<file path="config.mk">
export PLATFORM = sky130hd
export DESIGN_NAME = sprite_loader
export DESIGN_NICKNAME = d
export VERILOG_FILES = /design/src/rtl/sprite_loader.sv
export SDC_FILE = /design/constraint.sdc
export NUM_CORES = 1
export LEC_CHECK = 0
export CAP_MARGIN = 20
export CORE_ASPECT_RATIO = 1.25
export CORE_MARGIN = 2
export CORE_UTILIZATION = 55
export CTS_CLUSTER_SIZE = 8
export DETAILED_ROUTE_END_ITERATION = 10
export PLACE_DENSITY = 0.85
export REMOVE_ABC_BUFFERS = 1
export SETUP_SLACK_MARGIN = 0.05
export SLEW_MARGIN = 15
export SYNTH_ARGS = -nofsm -noshare
export SYNTH_HDL_FRONTEND = slang
export SYNTH_SLANG_ARGS = --single-unit
</file>
<file path="constraint.sdc">
create_clock -name clk -period 2.6 [get_ports clk]
set_input_delay 0.52 -clock clk [delete_from_list [all_inputs] [get_ports clk]]
set_output_delay 0.52 -clock clk [all_outputs]
set_load 0.005 [all_outputs]
</file>
<file path="src/rtl/sprite_loader.sv">
// sprite_loader: double-buffered 8x8 sprite bitmap, loaded one row per valid/ready beat, read through {y,x}.
// Define SPRITE_MIRROR_EN to add i_flip_x, which mirrors the read port horizontally.
module sprite_loader #(
    parameter int SPRITE_W = 8,
    parameter int SPRITE_H = 8
) (
    input  logic                clk,
    input  logic                rst_n,
    input  logic                i_start,
    input  logic                i_row_valid,
    input  logic [SPRITE_W-1:0] i_row_data,
    output logic                o_row_ready,
    input  logic                i_frame_sync,
    output logic                o_busy,
    output logic                o_swapped,
    input  logic [5:0]          i_rom_counter,
`ifdef SPRITE_MIRROR_EN
    input  logic                i_flip_x,
`endif
    output logic                o_sprite_color
);

    typedef enum logic [1:0] {IDLE, LOAD, COMMIT} state_t;

    state_t              state;
    logic                active_bank;
    logic [2:0]          row_idx;
    logic [SPRITE_W-1:0] bank [2][SPRITE_H];
    logic [SPRITE_W-1:0] active_row;
    logic [2:0]          pix_x;

    function automatic logic [SPRITE_W-1:0] default_row(input logic [2:0] r);
        case (r)
            3'd0:    default_row = 8'b0111_0000;
            3'd1:    default_row = 8'b1111_0000;
            3'd2:    default_row = 8'b0011_0000;
            3'd3:    default_row = 8'b0011_1001;
            3'd4:    default_row = 8'b0011_1111;
            3'd5:    default_row = 8'b0001_1110;
            3'd6:    default_row = 8'b0001_0100;
            default: default_row = 8'b0001_0100;
        endcase
    endfunction

    // Writes always target the inactive bank, so the display only ever sees a complete sprite.
    always_ff @(posedge clk or negedge rst_n) begin
        if (!rst_n) begin
            for (int b = 0; b < 2; b++) begin
                for (int r = 0; r < SPRITE_H; r++) begin
                    bank[b][r] <= default_row(3'(r));
                end
            end
            state       <= IDLE;
            active_bank <= 1'b0;
            row_idx     <= 3'd0;
            o_row_ready <= 1'b0;
            o_busy      <= 1'b0;
            o_swapped   <= 1'b0;
        end else begin
            o_swapped <= 1'b0;
            if (i_start) begin
                state       <= LOAD;
                row_idx     <= 3'd0;
                o_row_ready <= 1'b1;
                o_busy      <= 1'b1;
            end else begin
                case (state)
                    LOAD: begin
                        if (i_row_valid && o_row_ready) begin
                            bank[~active_bank][row_idx] <= i_row_data;
                            row_idx <= row_idx + 3'd1;
                            if (row_idx == 3'(SPRITE_H - 1)) begin
                                state       <= COMMIT;
                                o_row_ready <= 1'b0;
                            end
                        end
                    end
                    COMMIT: begin
                        if (i_frame_sync) begin
                            active_bank <= ~active_bank;
                            state       <= IDLE;
                            o_busy      <= 1'b0;
                            o_swapped   <= 1'b1;
                        end
                    end
                    default: begin
                        o_row_ready <= 1'b0;
                        o_busy      <= 1'b0;
                    end
                endcase
            end
        end
    end

    assign active_row = bank[active_bank][i_rom_counter[5:3]];

`ifdef SPRITE_MIRROR_EN
    assign pix_x = i_flip_x ? (3'd7 - i_rom_counter[2:0]) : i_rom_counter[2:0];
`else
    assign pix_x = i_rom_counter[2:0];
`endif

    assign o_sprite_color = active_row[pix_x];

endmodule

</file>
==> flow_metrics.tcl <==
set metrics [dict create \
    status "finished with violations" \
    violations "negative setup slack" \
    synth_edf_count 0 \
    place_ws_ns -1.11 \
    io_buffers 22 \
    fin_skew_ns 0.00751 \
    grt_max_degree 54 \
    crit_path_cell_trace "mux4_2 > mux4_2 > and3b_1 > a31oi_2 > nand4_1 > buf_2" \
    place.gp.congestion 0.816 \
    cts.path.max_buffers 2 \
    insertion_delay_ns 0.41 \
    start_kind "register" \
    tightest_slew_ns 0.617 \
    ys_types 41 \
    whs_ns 0.0799 \
    timing.slew.headroom_pct 58.7 \
    rows 44 \
    grt_pass1_vias 4261 \
    wl_mm 13.8 \
    arrival_ns 2.37 \
    finalMaxSlewViolations 0 \
    period_needed_ns 2.89 \
    place_area_um2 7050 \
    rrSetupSlack_ns 0.44 \
    power-per-cell-area_nw_per_um2 765 \
    critPathBufInv 1 \
    vias 3841 \
    antenna_left 0 \
    fin_cells 621 \
    drt_iter0_drc 170 \
    yosysSeqAreaShare_pct 54.3 \
    finalNetCount 491 \
    numPlacedInstances 587 \
    post_drt_wl_per_cell_um 22.3 \
    overflow 0 \
    cp-startpoint "bank[56]$_DFFE_PN0P_" \
    die_width_um 101 \
    vias_per_cell 6.19 \
    antenna-diode-count 0 \
    cp_top_family "multiplexers" \
    dieArea_um2 12600 \
    synthFlopType "dfrtp_1" \
    drive_above_1_share_pct 61.1 \
    cts_buffers 17 \
    critPathSlowestCell "mux4_2" \
    setup_viol 1 \
    syn-cell-area_um2 6440 \
    cts_tree "built" \
    path_clk_slew_ns 0.06 \
    grt_antenna_before_repair 0 \
    cts-root-buf "clkbuf_16" \
    maxCapViolCount 0 \
    path_depth 6 \
    min_path_type "in2async" \
    peakVddDrop_mv 0.440 \
    dp.final_hpwl_mm 9.34 \
    r2r_start "state[1]$_DFFE_PN0P_" \
    end_kind "output port" \
    htreeDepth 4 \
    total_power_mw 5.89 \
    worst_slack_ns -0.286 \
    yosysWarnings 0 \
    cp_max_fo 2 \
    cpPeakStageDelay_ns 0.47 \
    r2r_end "bank[22]$_DFFE_PN0P_" \
    drc_errors 0 \
    post-route-cell-area_um2 7700 \
    cts.sinks 137 \
    period_share_pct 111 \
    synth-seq-cells 137 \
    grt_pass1_wl_mm 22.8 \
    dr.pass1.iters 4 \
    synthCells 414 \
    cp_common_cell "mux4_2" \
    rsz0062_at_grt "yes" \
    core_um2 11500 \
    area_growth_pct 19.6 \
    syn_avg_cell_area_um2 15.6 \
    critical_path_class "reg2out" \
    synthArstFlopShare_pct 100 \
    fmax_mhz 346 \
    reg2reg_depth 4 \
    finalHoldViolCount 0 \
    io_pins 23 \
    p_leak_nw 3.42 \
    grt_util_all_layers_pct 24.0 \
    die_h_um 125 \
    initial_core_util_pct 56.0 \
    required_ns 2.08 \
    cts_hold_buffers 0 \
]
-- stage by stage --
| stage | utilization (%) | TNS (ns) |
|---|---|---|
| after CTS | 66.8 | -0.344 |
| after detailed placement | 61.3 | -2.72 |
| final | 66.9 | -0.286 |
| after global routing | 66.9 | -0.346 |
| after global placement | 61.3 | -1.20 |
| after floorplan | - | -1.31 |
-- power breakdown --
| group | switching (mW) | internal (mW) |
|---|---|---|
| clock | 0.878 | 1.70 |
| combinational | 0.272 | 0.408 |
| sequential | 0.144 | 2.48 |
| total | 1.29 | 4.59 |
-- layout make-up --
class	count	area, um^2
Fill cell	725	3800
Sequential cell	137	3500
Multi-Input combinational cell	252	2830
Timing Repair Buffer	61	553
Clock buffer	21	480
Tap cell	138	173
Clock inverter	11	168
Inverter	1	3.75
-- logic make-up (layout without fill, tap and decap cells) --
family | after synthesis | after routing | synth area share, %
and+or+nand+nor | 64 | 64 | 6.04
DFF | 137 | 137 | 54.3
buffers and inverters | 25 | 94 | 1.79
xor gates and xnor gates | 2 | 2 | 0.272
AOI/OAI and AO/OA | 12 | 12 | 1.20
adders and majority gates | 2 | 2 | 0.388
muxes | 172 | 172 | 36.0
-- timing repair --
item | in CTS | in global routing
pin swaps | 2 | 1
cloned | 0 | 0
endpoints found under the setup margin | 1 | 1
setup buffers | 1 | 1
resized for setup | 14 | 4
-- cell usage after synthesis, types with 3 or more instances --
library cell / n / area share [%]
mux2_2: 128 / 22
dfrtp_1: 83 / 32
dfstp_2: 54 / 22
mux4_2: 26 / 9.1
clkbuf_1: 13 / 0.76
nand2_1: 13 / 0.76
mux2i_1: 11 / 1.7
nor2_1: 10 / 0.58
nand3_1: 9 / 0.70
buf_2: 8 / 0.62
mux4_1: 7 / 2.9
nor2b_1: 7 / 0.68
o21ai_0: 4 / 0.31
nand2b_1: 3 / 0.29
nand4_1: 3 / 0.29
nor4_1: 3 / 0.29
-- metal layers --
layer	part of all wire (%)	GRT usage, %	vias to the layer above	routed length (um)
met5	0	0	-	0
met3	3.8	5.53	26	522
met2	53	40.2	85	7350
li1	-	-	1678	-
met1	41	30.4	2052	5630
met4	2.3	9.27	0	315
-- flip-flops by register name (all words and copies together) (netlist names) --
name         cells
bank           128
o_swapped        1
active_bank      1
o_busy           1
state            2
row_idx          3
o_row_ready      1
-- worst max path at each step --
stage	endpoint	slack, ns
after floorplan	o_sprite_color	-0.28
after global placement	o_sprite_color	-1.10
after detailed placement	o_sprite_color	-1.11
after CTS	o_sprite_color	-0.34
after global routing	o_sprite_color	-0.35
final	o_sprite_color	-0.29
-- placed cells by master, fill, tap and decap left out, drive strengths merged, types with 7 or more instances in the layout --
| cell | instances |
|---|---|
| buf | 42 |
| clkbuf | 22 |
| clkdlybuf4s50 | 18 |
| dfrtp | 83 |
| dfstp | 54 |
| mux2 | 128 |
| mux2i | 11 |
| mux4 | 33 |
| nand2 | 13 |
| nand3 | 9 |
| nor2 | 11 |
| nor2b | 7 |
-- worst register-to-register path, stage by stage, from the launching register on --
cell      delay, ns
dfrtp_1        0.41
nand4b_2       0.32
nor4b_2        0.47
nand2_1        0.44
mux2_2         0.40
Power figures use the tool's default switching activity.
